### src/rtl/conv_pkg.sv
// Shared types and default frame geometry for the convolution pipeline
// (sequencer, convolution engine and gradient stage).
package conv_pkg;

    typedef enum logic [2:0] {
        IDLE    = 3'd0,
        LOAD    = 3'd1,
        GAUSS   = 3'd2,
        DRAIN_G = 3'd3,
        SOBEL   = 3'd4,
        DRAIN_S = 3'd5,
        DONE    = 3'd6
    } phase_t;

    typedef enum logic {
        KERN_GAUSS = 1'b0,
        KERN_SOBEL = 1'b1
    } kern_t;

    localparam int DEFAULT_IMG_W = 16;
    localparam int DEFAULT_IMG_H = 16;

endpackage

### src/rtl/raster_counter.sv
// Two-dimensional raster address counter over [X_MIN..X_MAX] x [Y_MIN..Y_MAX];
// x advances first and wraps into y, and the whole scan wraps back to the origin.
module raster_counter #(
    parameter int X_MIN = 0,
    parameter int X_MAX = 15,
    parameter int Y_MIN = 0,
    parameter int Y_MAX = 15,
    parameter int W     = 4
) (
    input  logic         clk,
    input  logic         reset,
    input  logic         clr,
    input  logic         adv,
    output logic [W-1:0] x,
    output logic [W-1:0] y,
    output logic         last
);

    localparam logic [W-1:0] XMN = W'(X_MIN);
    localparam logic [W-1:0] XMX = W'(X_MAX);
    localparam logic [W-1:0] YMN = W'(Y_MIN);
    localparam logic [W-1:0] YMX = W'(Y_MAX);
    localparam logic [W-1:0] ONE = W'(1);

    logic [W-1:0] x_q, x_d;
    logic [W-1:0] y_q, y_d;

    always_comb begin
        x_d = x_q;
        y_d = y_q;
        if (clr) begin
            x_d = XMN;
            y_d = YMN;
        end else if (adv) begin
            if (x_q == XMX) begin
                x_d = XMN;
                y_d = (y_q == YMX) ? YMN : y_q + ONE;
            end else begin
                x_d = x_q + ONE;
            end
        end
    end

    // NOTE: sequential state is only ever written with non-blocking assignments.
    always_ff @(posedge clk or posedge reset) begin
        if (reset) begin
            x_q <= XMN;
            y_q <= YMN;
        end else begin
            x_q <= x_d;
            y_q <= y_d;
        end
    end

    assign x    = x_q;
    assign y    = y_q;
    assign last = (x_q == XMX) && (y_q == YMX);

endmodule

### src/rtl/conv_frame_sequencer.sv
// Frame controller: loads one frame in raster order, then scans interior
// windows through the engine with the Gaussian and/or Sobel kernel.
module conv_frame_sequencer
    import conv_pkg::*;
#(
    parameter int IMG_W   = DEFAULT_IMG_W,
    parameter int IMG_H   = DEFAULT_IMG_H,
    parameter int ADDR_W  = 4,
    parameter int MAX_OUT = 4
) (
    input  logic              clk,
    input  logic              reset,
    input  logic              start,
    input  logic              gauss_en,
    input  logic              sobel_en,
    input  logic              pix_valid,
    output logic              pix_ready,
    output logic              wr_en,
    output logic [ADDR_W-1:0] wr_x,
    output logic [ADDR_W-1:0] wr_y,
    output logic              win_valid,
    input  logic              win_ready,
    output logic [ADDR_W-1:0] win_x,
    output logic [ADDR_W-1:0] win_y,
    output logic              kern_sel,
    input  logic              res_valid,
    output logic              busy,
    output logic              done,
    output logic              err,
    output logic [2:0]        phase
);

    localparam int              OUT_W   = $clog2(MAX_OUT + 1);
    localparam logic [OUT_W-1:0] OUT_MAX = OUT_W'(MAX_OUT);
    localparam logic [OUT_W-1:0] OUT_ONE = OUT_W'(1);

    phase_t           state_q, state_d;
    logic             gauss_q, gauss_d;
    logic             sobel_q, sobel_d;
    logic             err_q, err_d;
    logic [OUT_W-1:0] out_q, out_d;

    logic start_acc, win_acc, res_ok, in_pass;
    logic load_last, win_last;

    assign start_acc = (state_q == IDLE) && start;
    assign pix_ready = (state_q == LOAD);
    assign wr_en     = pix_valid && pix_ready;
    assign in_pass   = (state_q == GAUSS) || (state_q == SOBEL);
    assign win_valid = in_pass && (out_q < OUT_MAX);
    assign win_acc   = win_valid && win_ready;
    // A result with nothing outstanding is flagged and never decrements.
    assign res_ok    = res_valid && (out_q != '0);

    raster_counter #(
        .X_MIN(0), .X_MAX(IMG_W - 1), .Y_MIN(0), .Y_MAX(IMG_H - 1), .W(ADDR_W)
    ) u_load_cnt (
        .clk(clk), .reset(reset), .clr(start_acc), .adv(wr_en),
        .x(wr_x), .y(wr_y), .last(load_last)
    );

    raster_counter #(
        .X_MIN(1), .X_MAX(IMG_W - 2), .Y_MIN(1), .Y_MAX(IMG_H - 2), .W(ADDR_W)
    ) u_win_cnt (
        .clk(clk), .reset(reset), .clr(start_acc), .adv(win_acc),
        .x(win_x), .y(win_y), .last(win_last)
    );

    // NOTE: every signal assigned here gets a default first, so no latch is inferred.
    always_comb begin
        state_d = state_q;
        gauss_d = gauss_q;
        sobel_d = sobel_q;
        err_d   = err_q || (res_valid && (out_q == '0));
        case ({win_acc, res_ok})
            2'b10:   out_d = out_q + OUT_ONE;
            2'b01:   out_d = out_q - OUT_ONE;
            default: out_d = out_q;
        endcase

        case (state_q)
            IDLE: if (start) begin
                state_d = LOAD;
                gauss_d = gauss_en;
                sobel_d = sobel_en;
                err_d   = 1'b0;
                out_d   = '0;
            end
            LOAD: if (wr_en && load_last)
                state_d = gauss_q ? GAUSS : (sobel_q ? SOBEL : DONE);
            GAUSS:   if (win_acc && win_last) state_d = DRAIN_G;
            DRAIN_G: if (out_q == '0) state_d = sobel_q ? SOBEL : DONE;
            SOBEL:   if (win_acc && win_last) state_d = DRAIN_S;
            DRAIN_S: if (out_q == '0) state_d = DONE;
            DONE:    state_d = IDLE;
            default: state_d = IDLE;
        endcase
    end

    always_ff @(posedge clk or posedge reset) begin
        if (reset) begin
            state_q <= IDLE;
            gauss_q <= 1'b0;
            sobel_q <= 1'b0;
            err_q   <= 1'b0;
            out_q   <= '0;
        end else begin
            state_q <= state_d;
            gauss_q <= gauss_d;
            sobel_q <= sobel_d;
            err_q   <= err_d;
            out_q   <= out_d;
        end
    end

    assign kern_sel = (state_q == SOBEL || state_q == DRAIN_S) ? KERN_SOBEL : KERN_GAUSS;
    assign busy     = (state_q != IDLE);
    assign done     = (state_q == DONE);
    assign err      = err_q;
    assign phase    = state_q;

endmodule

### config.mk
export PLATFORM = sky130hd
export DESIGN_NAME = conv_frame_sequencer
export DESIGN_NICKNAME = d
export VERILOG_FILES = /design/src/rtl/conv_pkg.sv /design/src/rtl/raster_counter.sv /design/src/rtl/conv_frame_sequencer.sv
export SDC_FILE = /design/constraint.sdc
export NUM_CORES = 1
export LEC_CHECK = 0
export BUFFER_PORTS_ARGS = -buffer_cell sky130_fd_sc_hd__buf_2
export CORE_MARGIN = 2
export CORE_UTILIZATION = 45
export DETAILED_ROUTE_END_ITERATION = 6
export PLACE_DENSITY = 0.69
export RECOVER_POWER = 25
export SYNTH_ARGS = -nofsm -noshare
export SYNTH_HDL_FRONTEND = slang
export SYNTH_SLANG_ARGS = --single-unit
### constraint.sdc
create_clock -name clk -period 2.4 [get_ports clk]
set_input_delay 0.48 -clock clk [delete_from_list [all_inputs] [get_ports clk]]
set_output_delay 0.48 -clock clk [all_outputs]
set_load 0.02 [all_outputs]
Yosys cells after proc, flatten, opt, wreduce, memory -nomap -nowiden:

Index checks and enable logic that the tools add are counted.

* register bits: 25
* bits of input ports: 8
* output and inout bits: 26
* logic and storage cells: 88

* add/subtract/negate cells: 6
* order comparisons: 1
* equal/unequal tests: 18
* mux-type cells: 29
* reductions and logical operators: 25

Operators by type and width (count)
* $mux W4: 14
* $mux W3: 9
* $pmux W3 S6: 1
* $add A4 B1 Y4 const B: 4
* $eq A4 B4 Y1 const B: 4
* $logic_and A1 B1 Y1: 10
* $eq A3 B3 Y1 const B: 3
* $ne A2 B2 Y1 const B: 4
* $reduce_bool A2 Y1: 4
* $eq A3 B2 Y1 const B: 2
* $logic_not A3 Y1: 2
* $pmux W3 S2: 1
* $reduce_and A2 Y1: 3
* $reduce_and A6 Y1: 1
* $reduce_bool A3 Y1: 2
* $ne A2 B1 Y1 const B: 2
* $add A3 B1 Y3 const B: 1
* $eq A3 B1 Y1 const B: 1
* $logic_or A1 B1 Y1: 3
* $lt A3 B3 Y1 const B: 1
* $mux W1: 3
* $sub A3 B1 Y3 const B: 1
* $eq A2 B1 Y1 const B: 1
* $eq A2 B2 Y1 const B: 1
* $mux W2: 1

Depth between registers and ports, before layout:

* depth in word-level cells: 8
* depth in mapped cells: 9
* mapped depth without buffers: 8

Hierarchy:

Synthesis repeated with hierarchy kept, for this count alone.

* cells, all modules: 165
* area total of the unflattened synthesis: 1584.0 um^2

Modules (own cells, without submodules)
* conv_frame_sequencer: times used 1, cells an instance 69, area an instance 659.4 um^2, seq. area each 225.2 um^2
* raster_counter (u_win_cnt): times used 1, cells an instance 51, area an instance 498.0 um^2, seq. area each 202.7 um^2
* raster_counter (u_load_cnt): times used 1, cells an instance 45, area an instance 426.7 um^2, seq. area each 200.2 um^2

Least setup slack after synthesis:

Ideal clock, no wire load.

* path kind: flip-flop to flip-flop
* start: register state_q[2], in the netlist phase[2]
* end: register out_q[2]
* library setup time: 78 ps
* arrival: 2150 ps
* data required time: 2322 ps
* path slack: 173 ps
* cell stages (with the launch flop): 10
* path buffers: 1
* clock period less this slack: 2227 ps
* cell sequence: dfrtp_1 > buf_4 > xor2_4 > nand3_1 > ha_1 > inv_1 > fa_1 > xor2_1 > or3_1 > a21oi_1

* word-level cells in the longest chain between the ends: 8
* elaborated cells on any way between the ends: 11
* those cells by class: 4 x eq/ne; 3 x mux; 4 x reduce/logical

Ends and longest elaborated chain
* from (decl): line conv_frame_sequencer.sv:37 `phase_t state_q, state_d;`
* from (signal assigned): line conv_frame_sequencer.sv:108 `state_q <= state_d;`
* $eq A3 B2 Y1 or $eq A3 B3 Y1 (tied branches): line conv_frame_sequencer.sv:49 `assign in_pass = (state_q == GAUSS) || (state_q == SOBEL);`
* $logic_or A1 B1 Y1: line conv_frame_sequencer.sv:49
* $logic_and A1 B1 Y1: line conv_frame_sequencer.sv:50 `assign win_valid = in_pass && (out_q < OUT_MAX);`
* $logic_and A1 B1 Y1: line conv_frame_sequencer.sv:51 `assign win_acc = win_valid && win_ready;`
* $eq A2 B1 Y1 or $eq A2 B2 Y1 (tied branches): line conv_frame_sequencer.sv:75 `case ({win_acc, res_ok})`
* $pmux W3 S2: line conv_frame_sequencer.sv:75
* $mux W3: line conv_frame_sequencer.sv:82 `IDLE: if (start) begin`
* $mux W3 (*): line conv_frame_sequencer.sv:81 `case (state_q)`
* via out_d[2]: line conv_frame_sequencer.sv:41 `logic [OUT_W-1:0] out_q, out_d;`
* to (signal assigned): line conv_frame_sequencer.sv:112 `out_q <= out_d;`
* to (decl): line conv_frame_sequencer.sv:41

The timed path passes the listed nets; every way through them passes the cells marked *.
A chain may end at the register's enable or synchronous reset.

Worst setup path after layout:

Same ends and word-level chain as after synthesis.

==> impl_metrics.env <==
export IMPL_status="completed"
export IMPL_via_per_inst=5.28
export IMPL_clock_power_share=0.151
export IMPL_ys_seq_area_frac=0.436
export IMPL_io_pin_count=34
export IMPL_critPathKind="flop to flop"
export IMPL_clock_sinks=25
export IMPL_clkTransAtPathRegs_ns=0.14
export IMPL_synth_seq_cells=25
export IMPL_cp_required_ns=2.64
export IMPL_grt_pass1_wl_um=5160
export IMPL_cts_tree="built"
export IMPL_fin_area_mm2=0.00169
export IMPL_slew_viol_final=0
export IMPL_seqPwrFrac=0.480
export IMPL_cts_buffers=3
export IMPL_routed_wl_um=3120
export IMPL_yosys_warnings=0
export IMPL_cts_buffer_depth=2
export IMPL_syn_inst=159
export IMPL_placed_area_mm2=0.00166
export IMPL_rows=20
export IMPL_syn_avg_cell_area_um2=9.06
export IMPL_finalWeightedCongestion=0.759
export IMPL_io_buffers=33
export IMPL_syn_num_nets=171
export IMPL_root_buffer="clkbuf_4"
export IMPL_die_w_um=60.6
export IMPL_drt_pass1_iter_count=7
export IMPL_rsz0062_at_grt="false"
export IMPL_reg2reg_from="phase[2]$_DFFE_PP0P_"
export IMPL_routed_top_layer="met4"
export IMPL_min_period_over_period=0.929
export IMPL_fmax_ghz=0.449
export IMPL_dr_wl_met2_um=1480
export IMPL_finalHoldViolCount=0
export IMPL_dpl_cell_count=235
export IMPL_setup_tns_ns=0
export IMPL_grt_max_degree=26
export IMPL_met3_length_um=149
export IMPL_antenna_found_initial=0
export IMPL_tightest_slew_ns=1.40
export IMPL_postCtsSetupBuffers=0
export IMPL_cp_end_kind="flop"
export IMPL_holdBufCountCts=0
export IMPL_dp_hpwl_um=2260
export IMPL_vias=1261
export IMPL_postCtsResizedCells=0
export IMPL_postRouteAntennaNets=0
export IMPL_die_h_um=60.6
export IMPL_fin_cells=239
export IMPL_drt_iter0_drc=41
export IMPL_drv_cap=0
export IMPL_dieArea_mm2=0.00367
export IMPL_final_cell_mix="buf_2 (33), dfrtp_1 (23), nand2_1 (22)"
export IMPL_power_mw=1.26
export IMPL_final_util=0.553
export IMPL_peakVddDrop_mv=0.421
export IMPL_slew_headroom=0.0684
export IMPL_finalSetupViolations=0
export IMPL_drive_gt1_frac=0.246
export IMPL_core_area_mm2=0.00305
export IMPL_worstSetupStartpoint="phase[2]$_DFFE_PP0P_"
export IMPL_min_from="gauss_en"
export IMPL_clock_latency_ns=0.31
export IMPL_pwr_share_comb=0.369
export IMPL_start_util=0.472
export IMPL_finalCriticalPeriod_ns=2.23
export IMPL_grt_pass1_vias=1135
export IMPL_grt_use_total=0.185
export IMPL_finClkSkew_ns=0.00419
export IMPL_globalRouteOverflowTotal=0
export IMPL_drc_errors=0
export IMPL_intPower_mw=0.764
export IMPL_power_density_mw_per_mm2=745
export IMPL_final_common_cell="buf_2"
export IMPL_p_switching_mw=0.493
export IMPL_htree_levels=1
export IMPL_hold_path_class="input pin to flop"
export IMPL_antenna_cells=0
export IMPL_wl_met1_um=1440
export IMPL_crit_arrival_ns=2.47
export IMPL_area_growth_pct=17.2
export IMPL_p_leak_nw=0.827
export IMPL_path_max_fanout=6
export IMPL_nNetsFinal=208
export IMPL_critPathLaunchType="flop"
export IMPL_num_fill_cells=312
export IMPL_switching_share=0.392
export IMPL_wl_per_cell_um=13.0
export IMPL_synth_area_mm2=0.00144
export IMPL_synth_cell_types=38
## layout make-up
type	instances	area (um2)	share of cell area
Tap cell	44	55.1	0.0326
Timing Repair Buffer	39	206	0.122
Inverter	9	33.8	0.0200
Multi-Input combinational cell	118	737	0.437
Clock buffer	3	22.5	0.0133
Sequential cell	25	628	0.372
Clock inverter	1	5.00	0.00297
## routing by layer
layer	track usage	vias to the layer above
met5	0	-
met4	0.0652	0
met3	0.0213	6
met2	0.298	40
met1	0.258	598
li1	-	617
## flip-flops by register name, indices dropped and copies added (netlist names)
| register | flops |
|---|---|
| out_q | 3 |
| u_load_cnt.y | 4 |
| sobel_q | 1 |
| u_win_cnt.y | 4 |
| gauss_q | 1 |
| phase | 3 |
| u_win_cnt.x | 4 |
| err | 1 |
| u_load_cnt.x | 4 |
## per-stage QoR
step                hold slack (ns)  setup WS (ns)
floorplan                     0.446          0.173
global placement              0.468          0.314
detailed placement            0.480          0.219
CTS                           0.194          0.183
global route                  0.335         0.0531
finish                        0.344          0.171
## Yosys cell counts (all sizes together)
library cell   n  area [um2]
and2           3        18.8
and4bb         1        12.5
inv            9        33.8
o21ai          9        45.0
ha             3        37.5
o211ai         2        15.0
xor2           6        71.3
nor3           3        15.0
nor2b          2        12.5
or3b           1        8.76
o41ai          1        8.76
nand2         22        82.6
o32ai          1        8.76
dfrtp         23         576
dfstp          2        52.6
nand3b         1        7.51
nor4bb         1        10.0
mux2i          7        70.1
nand3          7        47.6
and3           3        18.8
a21o           1        7.51
fa             1        20.0
nor2          17        63.8
o2bb2ai        1        8.76
a31oi          1        6.26
or3            4        25.0
and3b          1        8.76
a21oi         14        70.1
nand2b         2        12.5
o311ai         1        8.76
buf            5        33.8
clkbuf         2        7.51
or4            1        7.51
a211oi         1        7.51
## final timing paths
path	depth (start not counted)	to	slack, ns
worst max-delay path	8	out_q[2]$_DFF_PP0_	0.17
worst min-delay path	3	gauss_q$_DFFE_PP0P_	0.34
worst max register to register	8	out_q[2]$_DFF_PP0_	0.17
worst min register to register	2	sobel_q$_DFFE_PP0P_	0.50
max in group asynchronous	3	u_load_cnt.x[3]$_DFFE_PP0P_	0.99
min in group asynchronous	3	u_load_cnt.x[1]$_DFFE_PP0P_	0.61
## logic make-up after synthesis
family                   Yosys count  synth area share
buffers and inverters             16            0.0521
multiplexers                       7            0.0487
flip-flops                        25             0.436
AND/OR/NAND/NOR                   69             0.244
AO/OA/AOI/OAI                     32             0.129
XOR/XNOR                           6            0.0495
adder cells (fa/ha/maj)            4            0.0400
## power by group through the flow
stage	logic (mW)	registers [mW]	clock network [mW]
global route	0.533	0.621	0.213
CTS	0.466	0.600	0.198
finish	0.464	0.604	0.190
global placement	0.436	0.603	0
floorplan	0.259	0.659	0
detailed placement	0.464	0.609	0
## critical path: stages (launching register included)
cell and delay, ns:
dfrtp_1 0.47, xor2_4 0.23, nand3_1 0.17, ha_1 0.21, inv_1 0.06, fa_1 0.37
xor2_1 0.16, or3_1 0.32, a21oi_1 0.17
Note: power is estimated with default switching activity, not from simulation.
